$ cat src/rtl/gcd_job_dispatcher.sv
// Host-side sequencer for the subtract-and-compare GCD engine: queues operand
// pairs, drives the engine load/start handshake and returns results in order.
`timescale 1ns/1ps
module gcd_job_dispatcher #(
  parameter int unsigned WIDTH        = 8,
  parameter int unsigned DEPTH        = 4,
  parameter int unsigned START_CYCLES = 2,
  parameter int unsigned TIMEOUT      = 1023
) (
  input  logic             clk,
  input  logic             rst,
  input  logic             in_valid,
  output logic             in_ready,
  input  logic [WIDTH-1:0] in_a,
  input  logic [WIDTH-1:0] in_b,
  output logic             out_valid,
  input  logic             out_ready,
  output logic [WIDTH-1:0] out_data,
  output logic             out_err,
  output logic             eng_load,
  output logic [WIDTH-1:0] eng_a,
  output logic [WIDTH-1:0] eng_b,
  output logic             eng_start,
  output logic             eng_abort,
  input  logic             eng_result,
  input  logic [WIDTH-1:0] eng_value
);

  localparam int unsigned AW = $clog2(DEPTH);
  localparam int unsigned PW = AW + 1;
  localparam int unsigned SW = $clog2(START_CYCLES + 1);
  localparam int unsigned TW = $clog2(TIMEOUT + 1);

  typedef enum logic [1:0] {S_IDLE, S_LOAD, S_START, S_WAIT} state_t;

  logic [2*WIDTH-1:0] r_mem [DEPTH];
  logic [PW-1:0]      r_wptr, r_rptr;
  logic               r_in_ready;
  state_t             r_state;
  logic [WIDTH-1:0]   r_a, r_b;
  logic               r_byp;
  logic [SW-1:0]      r_scnt;
  logic [TW-1:0]      r_wd;
  logic               r_out_valid, r_out_err;
  logic [WIDTH-1:0]   r_out_data;
  logic               r_eng_load, r_eng_start, r_eng_abort;
  logic [WIDTH-1:0]   r_eng_a, r_eng_b;

  logic               w_push, w_pop, w_empty, w_full_nxt;
  logic [PW-1:0]      w_wptr_nxt, w_rptr_nxt;
  logic [2*WIDTH-1:0] w_head;
  logic [WIDTH-1:0]   w_head_a, w_head_b;
  state_t             w_state_nxt;
  logic [WIDTH-1:0]   w_a_nxt, w_b_nxt;
  logic               w_byp_nxt;
  logic [SW-1:0]      w_scnt_nxt;
  logic [TW-1:0]      w_wd_nxt;
  logic               w_out_valid_nxt, w_out_err_nxt;
  logic [WIDTH-1:0]   w_out_data_nxt;
  logic               w_eng_load_nxt, w_eng_start_nxt, w_eng_abort_nxt;
  logic [WIDTH-1:0]   w_eng_a_nxt, w_eng_b_nxt;

  // Queue pointers carry an extra wrap bit to tell full from empty.
  assign w_push     = in_valid & r_in_ready;
  assign w_empty    = (r_wptr == r_rptr);
  assign w_head     = r_mem[r_rptr[AW-1:0]];
  assign w_head_a   = w_head[2*WIDTH-1:WIDTH];
  assign w_head_b   = w_head[WIDTH-1:0];
  assign w_wptr_nxt = r_wptr + PW'(w_push);
  assign w_rptr_nxt = r_rptr + PW'(w_pop);
  assign w_full_nxt = (w_wptr_nxt[AW] != w_rptr_nxt[AW]) &&
                      (w_wptr_nxt[AW-1:0] == w_rptr_nxt[AW-1:0]);

  always_ff @(posedge clk) begin
    if (w_push) r_mem[r_wptr[AW-1:0]] <= {in_a, in_b};
  end

  always_ff @(posedge clk or posedge rst) begin
    if (rst) begin
      r_wptr     <= '0;
      r_rptr     <= '0;
      r_in_ready <= 1'b1;
    end else begin
      r_wptr     <= w_wptr_nxt;
      r_rptr     <= w_rptr_nxt;
      r_in_ready <= ~w_full_nxt;
    end
  end

  // Next-state and registered-output logic.
  always_comb begin
    w_state_nxt     = r_state;
    w_pop           = 1'b0;
    w_a_nxt         = r_a;
    w_b_nxt         = r_b;
    w_byp_nxt       = r_byp;
    w_scnt_nxt      = r_scnt;
    w_wd_nxt        = r_wd;
    w_out_valid_nxt = r_out_valid & ~out_ready;
    w_out_data_nxt  = r_out_data;
    w_out_err_nxt   = r_out_err;
    w_eng_load_nxt  = 1'b0;
    w_eng_start_nxt = 1'b0;
    w_eng_abort_nxt = 1'b0;
    w_eng_a_nxt     = r_eng_a;
    w_eng_b_nxt     = r_eng_b;
    case (r_state)
      S_IDLE: begin
        if (r_byp) begin
          // A zero operand never terminates in the engine; answer directly.
          w_byp_nxt       = 1'b0;
          w_out_valid_nxt = 1'b1;
          w_out_data_nxt  = r_a | r_b;
          w_out_err_nxt   = 1'b0;
        end else if (!w_empty && !r_out_valid) begin
          w_pop   = 1'b1;
          w_a_nxt = w_head_a;
          w_b_nxt = w_head_b;
          if ((w_head_a == '0) || (w_head_b == '0)) begin
            w_byp_nxt = 1'b1;
          end else begin
            w_state_nxt    = S_LOAD;
            w_eng_load_nxt = 1'b1;
            w_eng_a_nxt    = w_head_a;
            w_eng_b_nxt    = w_head_b;
          end
        end
      end
      S_LOAD: begin
        w_state_nxt     = S_START;
        w_eng_start_nxt = 1'b1;
        w_scnt_nxt      = SW'(1);
      end
      S_START: begin
        if (r_scnt == SW'(START_CYCLES)) begin
          w_state_nxt = S_WAIT;
          w_wd_nxt    = '0;
        end else begin
          w_eng_start_nxt = 1'b1;
          w_scnt_nxt      = r_scnt + SW'(1);
        end
      end
      S_WAIT: begin
        // A result in the final watchdog cycle takes priority over the abort.
        if (eng_result) begin
          w_state_nxt     = S_IDLE;
          w_out_valid_nxt = 1'b1;
          w_out_data_nxt  = eng_value;
          w_out_err_nxt   = 1'b0;
        end else if (r_wd == TW'(TIMEOUT - 1)) begin
          w_state_nxt     = S_IDLE;
          w_out_valid_nxt = 1'b1;
          w_out_data_nxt  = '0;
          w_out_err_nxt   = 1'b1;
          w_eng_abort_nxt = 1'b1;
        end else begin
          w_wd_nxt = r_wd + TW'(1);
        end
      end
      default: w_state_nxt = S_IDLE;
    endcase
  end

  always_ff @(posedge clk or posedge rst) begin
    if (rst) begin
      r_state     <= S_IDLE;
      r_a         <= '0;
      r_b         <= '0;
      r_byp       <= 1'b0;
      r_scnt      <= '0;
      r_wd        <= '0;
      r_out_valid <= 1'b0;
      r_out_data  <= '0;
      r_out_err   <= 1'b0;
      r_eng_load  <= 1'b0;
      r_eng_start <= 1'b0;
      r_eng_abort <= 1'b0;
      r_eng_a     <= '0;
      r_eng_b     <= '0;
    end else begin
      r_state     <= w_state_nxt;
      r_a         <= w_a_nxt;
      r_b         <= w_b_nxt;
      r_byp       <= w_byp_nxt;
      r_scnt      <= w_scnt_nxt;
      r_wd        <= w_wd_nxt;
      r_out_valid <= w_out_valid_nxt;
      r_out_data  <= w_out_data_nxt;
      r_out_err   <= w_out_err_nxt;
      r_eng_load  <= w_eng_load_nxt;
      r_eng_start <= w_eng_start_nxt;
      r_eng_abort <= w_eng_abort_nxt;
      r_eng_a     <= w_eng_a_nxt;
      r_eng_b     <= w_eng_b_nxt;
    end
  end

  assign in_ready  = r_in_ready;
  assign out_valid = r_out_valid;
  assign out_data  = r_out_data;
  assign out_err   = r_out_err;
  assign eng_load  = r_eng_load;
  assign eng_a     = r_eng_a;
  assign eng_b     = r_eng_b;
  assign eng_start = r_eng_start;
  assign eng_abort = r_eng_abort;

endmodule

$ cat config.mk
export PLATFORM = sky130hd
export DESIGN_NAME = gcd_job_dispatcher
export DESIGN_NICKNAME = d
export VERILOG_FILES = /design/src/rtl/gcd_job_dispatcher.sv
export SDC_FILE = /design/constraint.sdc
export NUM_CORES = 1
export LEC_CHECK = 0
export ABC_CLOCK_PERIOD_IN_PS = 2460
export CELL_PAD_IN_SITES_DETAIL_PLACEMENT = 1
export CELL_PAD_IN_SITES_GLOBAL_PLACEMENT = 2
export CORE_UTILIZATION = 37
export DETAILED_ROUTE_END_ITERATION = 10
export GPL_ROUTABILITY_DRIVEN = 0
export GPL_TIMING_DRIVEN = 0
export PLACE_DENSITY_LB_ADDON = 0.3
export SKIP_CTS_REPAIR_TIMING = 1
export SLEW_MARGIN = 20
export SYNTH_ARGS = -nofsm -noshare
export SYNTH_HDL_FRONTEND = slang
export SYNTH_SLANG_ARGS = --single-unit
$ cat constraint.sdc
create_clock -name clk -period 2.46 [get_ports clk]
set_input_delay 0.492 -clock clk [delete_from_list [all_inputs] [get_ports clk]]
set_output_delay 0.492 -clock clk [all_outputs]
set_load 0.02 [all_outputs]
Word level (Yosys, flattened, before mapping)
Memories as Yosys holds them, arrays and structs flattened. Cells that the tools add are included.

Flip-flop bits (word level): 67. Input port bits: 29. Memories kept: 1. Memory bits (writable): 64. Output and inout port bits: 30.

Muxes and demuxes: 42. Reduce and logical (&&, ||, !) cells: 17. Bitwise operators: 7. Equality and inequality tests: 17. Add/sub/neg operators: 4.

Memory list: r_mem (depth 4, width 16, rd ports 1, clocked after memory_dff 0, wr ports 1, RTL line 36) `logic [2*WIDTH-1:0] r_mem [DEPTH];`.

Operator list (number): 10-bit two-way mux (3); 8-bit two-way mux (3); 1-bit two-way mux (22); 10-bit case mux with 2 select lines (1); 8-bit zero test (2); 2-bit != test (second input constant) (8); 8-bit case mux with 2 select lines (1); 2-bit two-way mux (7); 10-bit by 1-bit adder with 10-bit output (second input constant) (1); 10-bit equality test (second input constant) (1); 8-bit bitwise OR (1); 2-bit case mux with 4 select lines (1); 4-bit AND reduction (2); 3-bit by 1-bit adder with 3-bit output (2); 2-bit equality test (second input constant) (3); 1-bit case mux with 2 select lines (3); 3-bit AND reduction (2); 2-bit nonzero test (3); 5-bit AND reduction (1); 1-bit inverter (4); 2-bit case mux with 2 select lines (1); 3-bit equality test (1); 3-bit != test (second input constant) (1); 2-bit by 1-bit adder with 2-bit output (second input constant) (1); 9 further kinds (12).

Depth between registers and ports, before layout
Gate-level depths: netlist of run 1.

Depth after elaboration: 10. Depth in mapped cells: 12. Mapped depth without buffers: 10.

Least setup slack after synthesis of run 1
OpenSTA, ideal clock, no wires.

Path kind: register -> register. Start point: register r_rptr[0]. End point: register r_in_ready, in the netlist in_ready. Path buffers: 4. Path slack: -0.114 ns. Data arrival time: 2.486 ns. Library setup time: 0.088 ns. Clock period less this slack: 2.574 ns. Stages on the path, launching flop included: 13. Data required time: 2.372 ns. Cell sequence: dfrtp_1 -> buf_6 -> buf_12 -> xnor2_1 -> a31oi_1 -> and2_1 -> buf_4 -> buf_2 -> ha_1 -> ha_1 -> xor2_1 -> xnor2_1 -> or3_1.

Cells in the longest elaborated chain, start to end: 10. Elaborated cells between the ends (all ways): 11.

RTL lines: from (decl) (RTL line 37) `logic [PW-1:0] r_wptr, r_rptr;`; from (signal assigned) (RTL line 85) `r_rptr <= w_rptr_nxt;`; 3-bit equality test (RTL line 65) `assign w_empty = (r_wptr == r_rptr);`; 1-bit zero test (RTL line 115) `end else if (!w_empty && !r_out_valid) begin`; 1-bit logical AND (RTL line 115); 1-bit two-way mux (RTL line 115); 1-bit two-way mux (RTL line 109) `if (r_byp) begin`; 1-bit two-way mux (RTL line 107) `case (r_state)`; 3-bit by 1-bit adder with 3-bit output * (RTL line 70) `assign w_rptr_nxt = r_rptr + PW'(w_pop);`; named net w_rptr_nxt[2] (RTL line 50) `logic [PW-1:0] w_wptr_nxt, w_rptr_nxt;`; 1-bit != test * (RTL line 71) `assign w_full_nxt = (w_wptr_nxt[AW] != w_rptr_nxt[AW]) &&`; 1-bit logical AND * (RTL line 71); 1-bit inverter * (RTL line 86) `r_in_ready <= ~w_full_nxt;`; to (signal assigned) (RTL line 86); to (decl) (RTL line 38) `logic r_in_ready;`.

Mark *: on every way through the listed nets, which the timed path passes. The rest lies on a longest branch. A chain may end at the register's enable or synchronous reset.

Final worst setup path of run 1
Start point: register r_rptr[0]. End point: register r_eng_a[4], in the netlist eng_a[4].

Cells in the longest elaborated chain, start to end: 5. Elaborated cells between the ends (all ways): 9.

RTL lines: memory 4 x 16 bit; 8-bit zero test (RTL line 119) `if ((w_head_a == '0) || (w_head_b == '0)) begin`; 1-bit logical OR (RTL line 119); 1-bit inverter (no line); 4-bit AND reduction (no line); to (signal assigned) (RTL line 193) `r_eng_a <= w_eng_a_nxt;`; to (decl) (RTL line 47) `logic [WIDTH-1:0] r_eng_a, r_eng_b;`.

Parallel ways exist; a longest one is shown, timed or not.

==> metrics.md, run 1 <==
| Metric | Value |
|---|---|
| Status | finished with violations |
| Failing checks | setup timing |
| Slew HR | 41.04% |
| Seq/Total Area, Yosys | 64.96% |
| DRT Pass-1 Iters | 4 |
| Die Width | 124.4 µm |
| Area of the core | 14590 µm² |
| Root buf cell | clkbuf_16 |
| Post-synth top cells | 66 x dfrtp_1, 64 x edfxtp_1, 31 x mux2_2, 23 x nand2_1, 19 x nor2_1 |
| Lkg Pwr | 2.903 nW |
| Gr ovfl total | 0 |
| Max Cap Violations | 0 |
| Clk pin slew, worst setup/hold paths | 60 ps |
| Antenna Cells | 0 |
| Total GRT Usage | 17.23% |
| Utilization after layout | 50.93% |
| Synthesized area | 5542 µm² |
| Fmax | 392.7 MHz |
| Fraction of layout cells with a size suffix above 1 | 32.16% |
| DR iter-0 viols | 171 |
| Crit-path max FO | 8 |
| CTS tree | yes |
| Hpwl dp | 8.750 mm |
| FF-to-FF setup slack | -90 ps |
| Syn avg cell area | 15.70 µm² |
| Worst slew pin tran | 884.5 ps |
| Synthesized Nets | 393 |
| CP Launch Type | flop |
| # setup viols final | 17 |
| Wire per inst | 19.86 µm |
| Num rows | 44 |
| Crit Reg-Reg Endpoint | eng_a[4] |
| Max Slew Vio Count | 0 |
| Maximum VDD drop | 0.6778 mV |
| Unrepaired setup endpoints after global routing | yes |
| Warnings from Yosys | 0 |
| Number of global-route vias before repair | 3606 |
| Worst Hold Class | in -> async |
| Setup TNS | -1119 ps |
| DR DRC count | 0 |
| Port Buf Inserts | 58 |
| CTS Buffer Depth | 2 |
| Routed vias | 3399 |
| Cell taking the most area after synthesis | edfxtp_1 |
| Period utilization | 103.5% |
| Initial antenna violation count | 0 |
| Clk Latency, worst-skew pair | 430 ps |
| Area Overhead vs Synth | 34.07% |
| Hold Vio Cnt, Final | 0 |
| Synth top area cells | edfxtp_1 35%, dfrtp_1 30%, mux2_2 6.3% |
| Final ANT Viol Nets | 0 |
| CP Data Arrival Time | 2850 ps |
| Total Power | 0.01076 W |
| #FFs+latches synth | 131 |
| Minimum clock period | 2546 ps |
| Top_reg_cell synth | dfrtp_1 |
| Top-count cell post-synth | dfrtp_1 |
| CP endpoint kind | flop |
| WL final | 13.23 mm |
| Synth top area share | 34.68% |
| Post-synthesis cell count | 353 |
| Reg2reg start | r_rptr[0] |
| Initial core utilization | 37.98% |
| Worst r2r path cells | 9 |
| Number of synthesized flops with an enable pin | 64 |
| Place WS | -419.4 ps |
| Critical path class | reg -> reg |
| Pwr Density | 1448 nW/µm² |
| First-pass GRT wire length | 20.10 mm |
| Largest net degree at the start of global routing | 40 |
| Top-Level Pins | 59 |
| Vias per inst | 5.104 |
| Die ar. | 15470 µm² |
| Yosys cell types | 48 |
| Setup WS post-layout | -86.17 ps |
| Worst Path Required | 2770 ps |
| Nets | 509 |
| Layout Skew | 7.536 ps |
| CTS Sinks | 131 |
| Number of buffers created by CTS | 17 |
| # H-tree levels | 4 |
| Post-synthesis async set-or-reset flop share | 51.15% |
| DIE HEIGHT | 124.4 µm |
==> registers in the layout, indices dropped and copies added (netlist names), 3 cells and up <==
signal	flops
eng_a	8
out_data	8
r_mem	64
r_b	8
r_rptr	3
eng_b	8
r_a	8
r_wptr	3
r_wd	10
==> layout make-up <==
class	count	area [µm²]
Fill cell	1376	7159
Sequential cell	131	3600
Multi-Input combinational cell	200	1922
Timing Repair Buffer	98	942.2
Clock buffer	19	432.9
Tap cell	184	230.2
Clock inverter	13	150.1
Buffer	9	105.1
Inverter	12	47.55
==> kinds of logic after synthesis <==
group	after synthesis	share of synthesized area, %
DFF	131	64.96
and+or+nand+nor	72	6.322
muxes	58	16.35
AOI/OAI and AO/OA	45	5.329
buffers and inverters	22	2.348
xor gates and xnor gates	14	2.213
adders and majority gates	11	2.484
==> cell usage in the layout (no fill, tap or decap), types with 8 or more instances in the layout <==
master	instances
o21ai_0	16
buf_4	33
mux2_2	24
clkbuf_16	18
inv_1	10
edfxtp_1	64
nor2_1	18
mux2_4	16
clkdlybuf4s50_1	58
nand2_1	23
mux4_2	15
dfrtp_1	66
ha_1	9
a21oi_1	8
==> worst max-delay path: stages (launching register included) <==
cell and delay (ps):
dfrtp_1 380, buf_6 160, buf_12 140, buf_4 110, mux4_2 540, nor4_2 280, nand2_1 170, nand3_4 170
clkbuf_16 170, mux2_4 290
==> per-layer routing <==
metal | global-route usage [%] | wire length [µm] | part of all wire [%]
met4 | 6.945 | 242 | 1.8
met2 | 28.66 | 6874 | 52
met3 | 4.253 | 374 | 2.8
met5 | 0 | 0 | 0
met1 | 21.46 | 5735 | 43
==> worst max-delay path by stage <==
stage	endpoint	slack [ps]	startpoint	cells past startpoint
CTS	in_ready	-460	r_rptr[0]	12
global route	eng_a[2]	-160	r_rptr[0]	9
floorplan	in_ready	5	r_rptr[0]	12
detailed placement	in_ready	-420	r_rptr[0]	12
global placement	r_mem[2][6]	-1290	in_valid	3
finish	eng_a[4]	-90	r_rptr[0]	9
==> per-stage QoR <==
step,area [µm²],instances,hold WS [ps]
global route,7430,666,517.8
detailed placement,6441,602,497.2
CTS,7024,634,485.9
global placement,6359,595,491.1
floorplan,5548,353,471.8
finish,7430,666,472.4
==> power breakdown <==
group          internal [W]  switching, W  leakage [nW]
clock               0.00151       0.00101         0.275
combinational       0.00259       0.00220          1.23
sequential          0.00304      0.000411          1.40
total               0.00713       0.00363          2.90
Power figures use the tool's default switching activity.
==> run 2: changes to the inputs <==
--- a/config.mk
+++ b/config.mk
@@ -5,15 +5,16 @@
 export SDC_FILE = /design/constraint.sdc
 export NUM_CORES = 1
 export LEC_CHECK = 0
-export ABC_CLOCK_PERIOD_IN_PS = 2460
+export ABC_CLOCK_PERIOD_IN_PS = 2400
 export CELL_PAD_IN_SITES_DETAIL_PLACEMENT = 1
 export CELL_PAD_IN_SITES_GLOBAL_PLACEMENT = 2
-export CORE_UTILIZATION = 37
+export CORE_UTILIZATION = 41
 export DETAILED_ROUTE_END_ITERATION = 10
 export GPL_ROUTABILITY_DRIVEN = 0
 export GPL_TIMING_DRIVEN = 0
 export PLACE_DENSITY_LB_ADDON = 0.3
 export SKIP_CTS_REPAIR_TIMING = 1
+export SKIP_LAST_GASP = 1
 export SLEW_MARGIN = 20
 export SYNTH_ARGS = -nofsm -noshare
 export SYNTH_HDL_FRONTEND = slang
==> constraint.sdc (replaced) <==
create_clock -name clk -period 2.4 [get_ports clk]
set_input_delay 0.48 -clock clk [delete_from_list [all_inputs] [get_ports clk]]
set_output_delay 0.48 -clock clk [all_outputs]
set_load 0.02 [all_outputs]
==> metrics.md, run 2 (synthesis gave the netlist of run 1 again) <==
| Metric | Value |
|---|---|
| Worst r2r path cells | 8 |
| Most frequent cells in the layout | 65 x dfrtp_1, 64 x edfxtp_1, 58 x clkdlybuf4s50_1, 25 x mux2_2, 24 x buf_4 |
| Max Slew Vio Count | 0 |
| Max Cap Violations | 0 |
| Fmax | 383.7 MHz |
| DIE HEIGHT | 118.3 µm |
| DR iter-0 viols | 91 |
| Hold Vio Cnt, Final | 0 |
| Failing checks | setup timing |
| Setup WS post-layout | -206.5 ps |
| Worst slew pin tran | 885.3 ps |
| Lkg Pwr | 2.900 nW |
| Minimum clock period | 2606 ps |
| Port Buf Inserts | 58 |
| WL final | 13.06 mm |
| Area of the core | 13190 µm² |
| Reg2reg start | r_rptr[0] |
| Fin cells | 652 |
| Slew HR | 40.98% |
| CTS tree | yes |
| DR DRC count | 0 |
| Logic gate share of total power | 44.8% |
| Maximum VDD drop | 0.6877 mV |
| Clock power frac | 23.2% |
| Unrepaired setup endpoints after global routing | yes |
| Die Width | 118.3 µm |
| CTS Sinks | 131 |
| Utilization after layout | 56.69% |
| Root buf cell | clkbuf_16 |
| Vias per inst | 5.166 |
| Commonest non-fill, non-tap cell in the layout | dfrtp_1 |
| DRT Pass-1 Iters | 4 |
| Die ar. | 13990 µm² |
| Area Overhead vs Synth | 34.93% |
| Gr ovfl total | 0 |
| Critical path class | reg -> reg |
| Crit-path max FO | 6 |
| Dpl cell area | 6479 µm² |
| CP endpoint kind | flop |
| Cell area after layout | 7477 µm² |
| # setup viols final | 19 |
| Number of buffers created by CTS | 17 |
| First-pass GRT wire length | 19.69 mm |
| # fillers | 1241 |
| Final ANT Viol Nets | 0 |
| CP Data Arrival Time | 2910 ps |
| Switch Pwr | 0.003778 W |
| Inst Count DP | 594 |
| Max reg flops | 64 |
| CP Launch Type | flop |
| Layout Skew | 10.03 ps |
| Num rows | 42 |
| FF-to-FF setup slack | -210 ps |
| Nets | 503 |
| CTS Buffer Depth | 2 |
| Status | finished with violations |
| Routed vias | 3368 |
| Hpwl dp | 8.543 mm |
| Number of global-route vias before repair | 3556 |
| Antenna Cells | 0 |
| Worst Path Required | 2710 ps |
| Total GRT Usage | 19.13% |
| Pwr Density | 1493 nW/µm² |
| Register Area | 3601 µm² |
| Wire per inst | 20.03 µm |
| Area of the multi-input gates | 1986 µm² |
| Worst Hold Class | in -> async |
| Fraction of layout cells with a size suffix above 1 | 32.56% |
| Top-Level Pins | 59 |
| # H-tree levels | 4 |
| Clk pin slew, worst setup/hold paths | 60 ps |
| Seq pwr share | 32.0% |
| Clk Latency, worst-skew pair | 420 ps |
| Largest net degree at the start of global routing | 36 |
| Period utilization | 108.6% |
| Switching Fraction | 33.83% |
| Initial core utilization | 42.01% |
| Crit Reg-Reg Endpoint | eng_a[0] |
| Pint | 0.007389 W |
| Initial antenna violation count | 0 |
run 2: cell count changes in the layout (fill, tap and decap cells not counted), sizes merged:
cell and change:
buf -6
run 2: power groups by stage:
stage	logic (W)	clock network [W]	registers (W)
floorplan	0.00240	0	0.00374
global placement	0.00385	0	0.00351
detailed placement	0.00402	0	0.00356
CTS	0.00404	0.00264	0.00352
global route	0.00537	0.00274	0.00365
finish	0.00501	0.00259	0.00357
run 2: routing by layer:
metal	track usage [%]	up-vias	wire length, µm
li1	-	1557	-
met1	24.76	1729	5679
met2	31.25	66	6748
met3	4.151	16	407
met4	7.933	0	225
met5	0	-	0
run 2: worst max path at each step:
stage / endpoint / slack, ps / cells past startpoint / startpoint
5_1_grt: eng_a[5] / -290 / 8 / r_rptr[0]
6_report: eng_a[0] / -210 / 8 / r_rptr[0]
4_1_cts: eng_a[3] / -420 / 8 / r_rptr[1]
3_3_place_gp: r_mem[1][9] / -1240 / 3 / in_valid
3_5_place_dp: eng_a[4] / -390 / 8 / r_rptr[1]
2_1_floorplan: in_ready / 7 / 12 / r_rptr[0]
run 2: final cells by class:
| cell class | count | share of cell area (%) |
|---|---|---|
| Multi-Input combinational cell | 200 | 26.56 |
| Clock buffer | 19 | 5.924 |
| Inverter | 12 | 0.6359 |
| Timing Repair Buffer | 92 | 12.33 |
| Tap cell | 176 | 2.945 |
| Buffer | 9 | 1.456 |
| Sequential cell | 131 | 48.16 |
| Clock inverter | 13 | 1.991 |
run 2: through the flow:
step	total power (W)	setup slack (ps)	TNS, ps	hold slack [ps]
final	0.01117	-206.5	-3077	433.8
after global routing	0.01176	-287.0	-4608	471.6
after CTS	0.01021	-416.1	-6483	446.7
after detailed placement	0.007574	-385.8	-6211	498.9
after global placement	0.007360	-1237	-129510	489.6
after floorplan	0.006136	7.481	0	471.8
run 2: worst max-delay path, stage by stage, from the launching register on:
cell	delay, ps
dfrtp_2	430
buf_6	170
clkbuf_16	160
mux4_2	540
nor4_2	300
nand2_1	210
nand3_4	210
clkbuf_16	180
mux2_4	290
==> run 3: changes to the inputs <==
--- a/config.mk
+++ b/config.mk
@@ -5,10 +5,11 @@
 export SDC_FILE = /design/constraint.sdc
 export NUM_CORES = 1
 export LEC_CHECK = 0
-export ABC_CLOCK_PERIOD_IN_PS = 2400
+export ABC_CLOCK_PERIOD_IN_PS = 2700
 export CELL_PAD_IN_SITES_DETAIL_PLACEMENT = 1
 export CELL_PAD_IN_SITES_GLOBAL_PLACEMENT = 2
 export CORE_UTILIZATION = 41
+export CTS_CLUSTER_DIAMETER = 40
 export DETAILED_ROUTE_END_ITERATION = 10
 export GPL_ROUTABILITY_DRIVEN = 0
 export GPL_TIMING_DRIVEN = 0
==> constraint.sdc (replaced) <==
create_clock -name clk -period 2.7 [get_ports clk]
set_input_delay 0.54 -clock clk [delete_from_list [all_inputs] [get_ports clk]]
set_output_delay 0.54 -clock clk [all_outputs]
set_load 0.01 [all_outputs]
==> metrics.md, run 3 (synthesis gave the netlist of run 1 again) <==
| Metric | Value |
|---|---|
| CTS Sinks | 131 |
| Die Width | 118.3 µm |
| # setup viols final | 0 |
| Wire per inst | 19.34 µm |
| Pint | 0.006008 W |
| Clk pin slew, worst setup/hold paths | 60 ps |
| Area Overhead vs Synth | 28.49% |
| CP Data Arrival Time | 2930 ps |
| Critical path class | reg -> reg |
| First-pass GRT wire length | 19.64 mm |
| CP endpoint kind | flop |
| Hpwl dp | 8.584 mm |
| Hold Vio Cnt, Final | 0 |
| Period utilization | 97.49% |
| DR iter-0 viols | 110 |
| Area of the core | 13190 µm² |
| Worst slew pin tran | 1012 ps |
| WL final | 12.18 mm |
| DIE HEIGHT | 118.3 µm |
| Max Slew Vio Count | 0 |
| Max Cap Violations | 0 |
| # H-tree levels | 4 |
| Number of global-route vias before repair | 3517 |
| Layout Skew | 14.76 ps |
| Port Buf Inserts | 58 |
| CTS tree | yes |
| Die ar. | 13990 µm² |
| Minimum clock period | 2632 ps |
| Largest net degree at the start of global routing | 45 |
| Maximum VDD drop | 0.5640 mV |
| Number of buffers created by CTS | 17 |
| Final ANT Viol Nets | 0 |
| Routed vias | 3270 |
| CTS Buffer Depth | 2 |
| # fillers | 1269 |
| Worst Hold Class | in -> async |
| Total GRT Usage | 19.03% |
| Cell area after layout | 7121 µm² |
| Status | finished, final reports clean |
| Seq pwr share | 35.3% |
| Num rows | 42 |
| Dpl cell area | 6425 µm² |
| Clk Latency, worst-skew pair | 420 ps |
| Switching Fraction | 32.40% |
| Switch Pwr | 0.002880 W |
| Top-Level Pins | 59 |
| Initial antenna violation count | 0 |
| Logic gate share of total power | 40.0% |
| Fmax | 379.9 MHz |
| Lkg Pwr | 2.751 nW |
| CP Launch Type | flop |
| Initial core utilization | 42.01% |
| Worst r2r path cells | 8 |
| Worst Path Required | 2990 ps |
| Most frequent cells in the layout | 66 x dfrtp_1, 64 x edfxtp_1, 58 x clkdlybuf4s50_1, 31 x mux2_2, 23 x nand2_1 |
| Gr ovfl total | 0 |
| Unrepaired setup endpoints after global routing | yes |
| Hold Slack | 450.1 ps |
| Commonest non-fill, non-tap cell in the layout | dfrtp_1 |
| Clock power frac | 24.7% |
| DR DRC count | 0 |
| Max reg flops | 64 |
| Antenna Cells | 0 |
| DRT Pass-1 Iters | 4 |
| Vias per inst | 5.190 |
| Slew HR | 31.95% |
| Fraction of layout cells with a size suffix above 1 | 23.79% |
| Pwr Density | 1248 nW/µm² |
| Root buf cell | clkbuf_16 |
| Setup TNS | 0 ps |
| Crit-path max FO | 10 |
| Nets | 482 |
[run 3: cell count changes in the layout (fill, tap and decap cells not counted), moves of 3 or more]
cell / change
buf_12: -3
buf_4: -13
buf_6: -8
inv_6: -4
mux2_2: +6
mux2_4: -6
mux4_1: +8
mux4_2: -8
nor4_1: +3
[run 3: power by group through the flow]
stage,sequential (W),combinational [W],clock (W)
after global routing,0.00321,0.00387,0.00232
after floorplan,0.00315,0.00208,0
after detailed placement,0.00316,0.00332,0
final,0.00314,0.00355,0.00220
after CTS,0.00313,0.00336,0.00223
after global placement,0.00312,0.00320,0
[run 3: path summary, 6_finish.rpt]
check / start / to / slack (ps)
worst max-delay path: r_rptr[0] / eng_a[4] / 70
worst min-delay path: rst / eng_load / 450
worst max register to register: r_rptr[0] / eng_a[4] / 70
worst min register to register: r_a[6] / r_a[6] / 500
max in group asynchronous: rst / r_a[0] / 1700
min in group clk: r_a[6] / r_a[6] / 500
[run 3: area by class of cell]
type / count / area [µm²] / share of cell area, %
Clock inverter: 13 / 136.4 / 1.915
Timing Repair Buffer: 70 / 690.7 / 9.700
Buffer: 10 / 101.3 / 1.423
Sequential cell: 131 / 3600 / 50.55
Clock buffer: 18 / 429.2 / 6.027
Inverter: 12 / 47.55 / 0.6677
Multi-Input combinational cell: 200 / 1896 / 26.62
Tap cell: 176 / 220.2 / 3.093
[run 3: per-stage QoR]
stage	setup WS, ps	power [W]	utilization [%]	std cells
floorplan	126.0	0.005222	-	353
global placement	-1099	0.006325	48.08	587
detailed placement	-374.4	0.006483	48.71	593
CTS	-407.5	0.008720	53.00	624
global route	-80.25	0.009406	53.98	630
finish	67.82	0.008888	53.98	630
[run 3: worst max-delay path, stage by stage (launching register included)]
cell	delay (ps)
dfrtp_1	370
buf_6	170
buf_12	170
mux4_2	580
nor4_1	360
nand2_1	170
nand3_4	200
buf_12	170
mux2_4	300
[run 3: metal layers]
layer / track usage, % / vias up / wire [µm]
li1: - / 1517 / -
met1: 24.85 / 1682 / 5548
met2: 30.96 / 59 / 6037
met3: 4.488 / 12 / 428
met4: 6.971 / 0 / 167
met5: 0 / - / 0
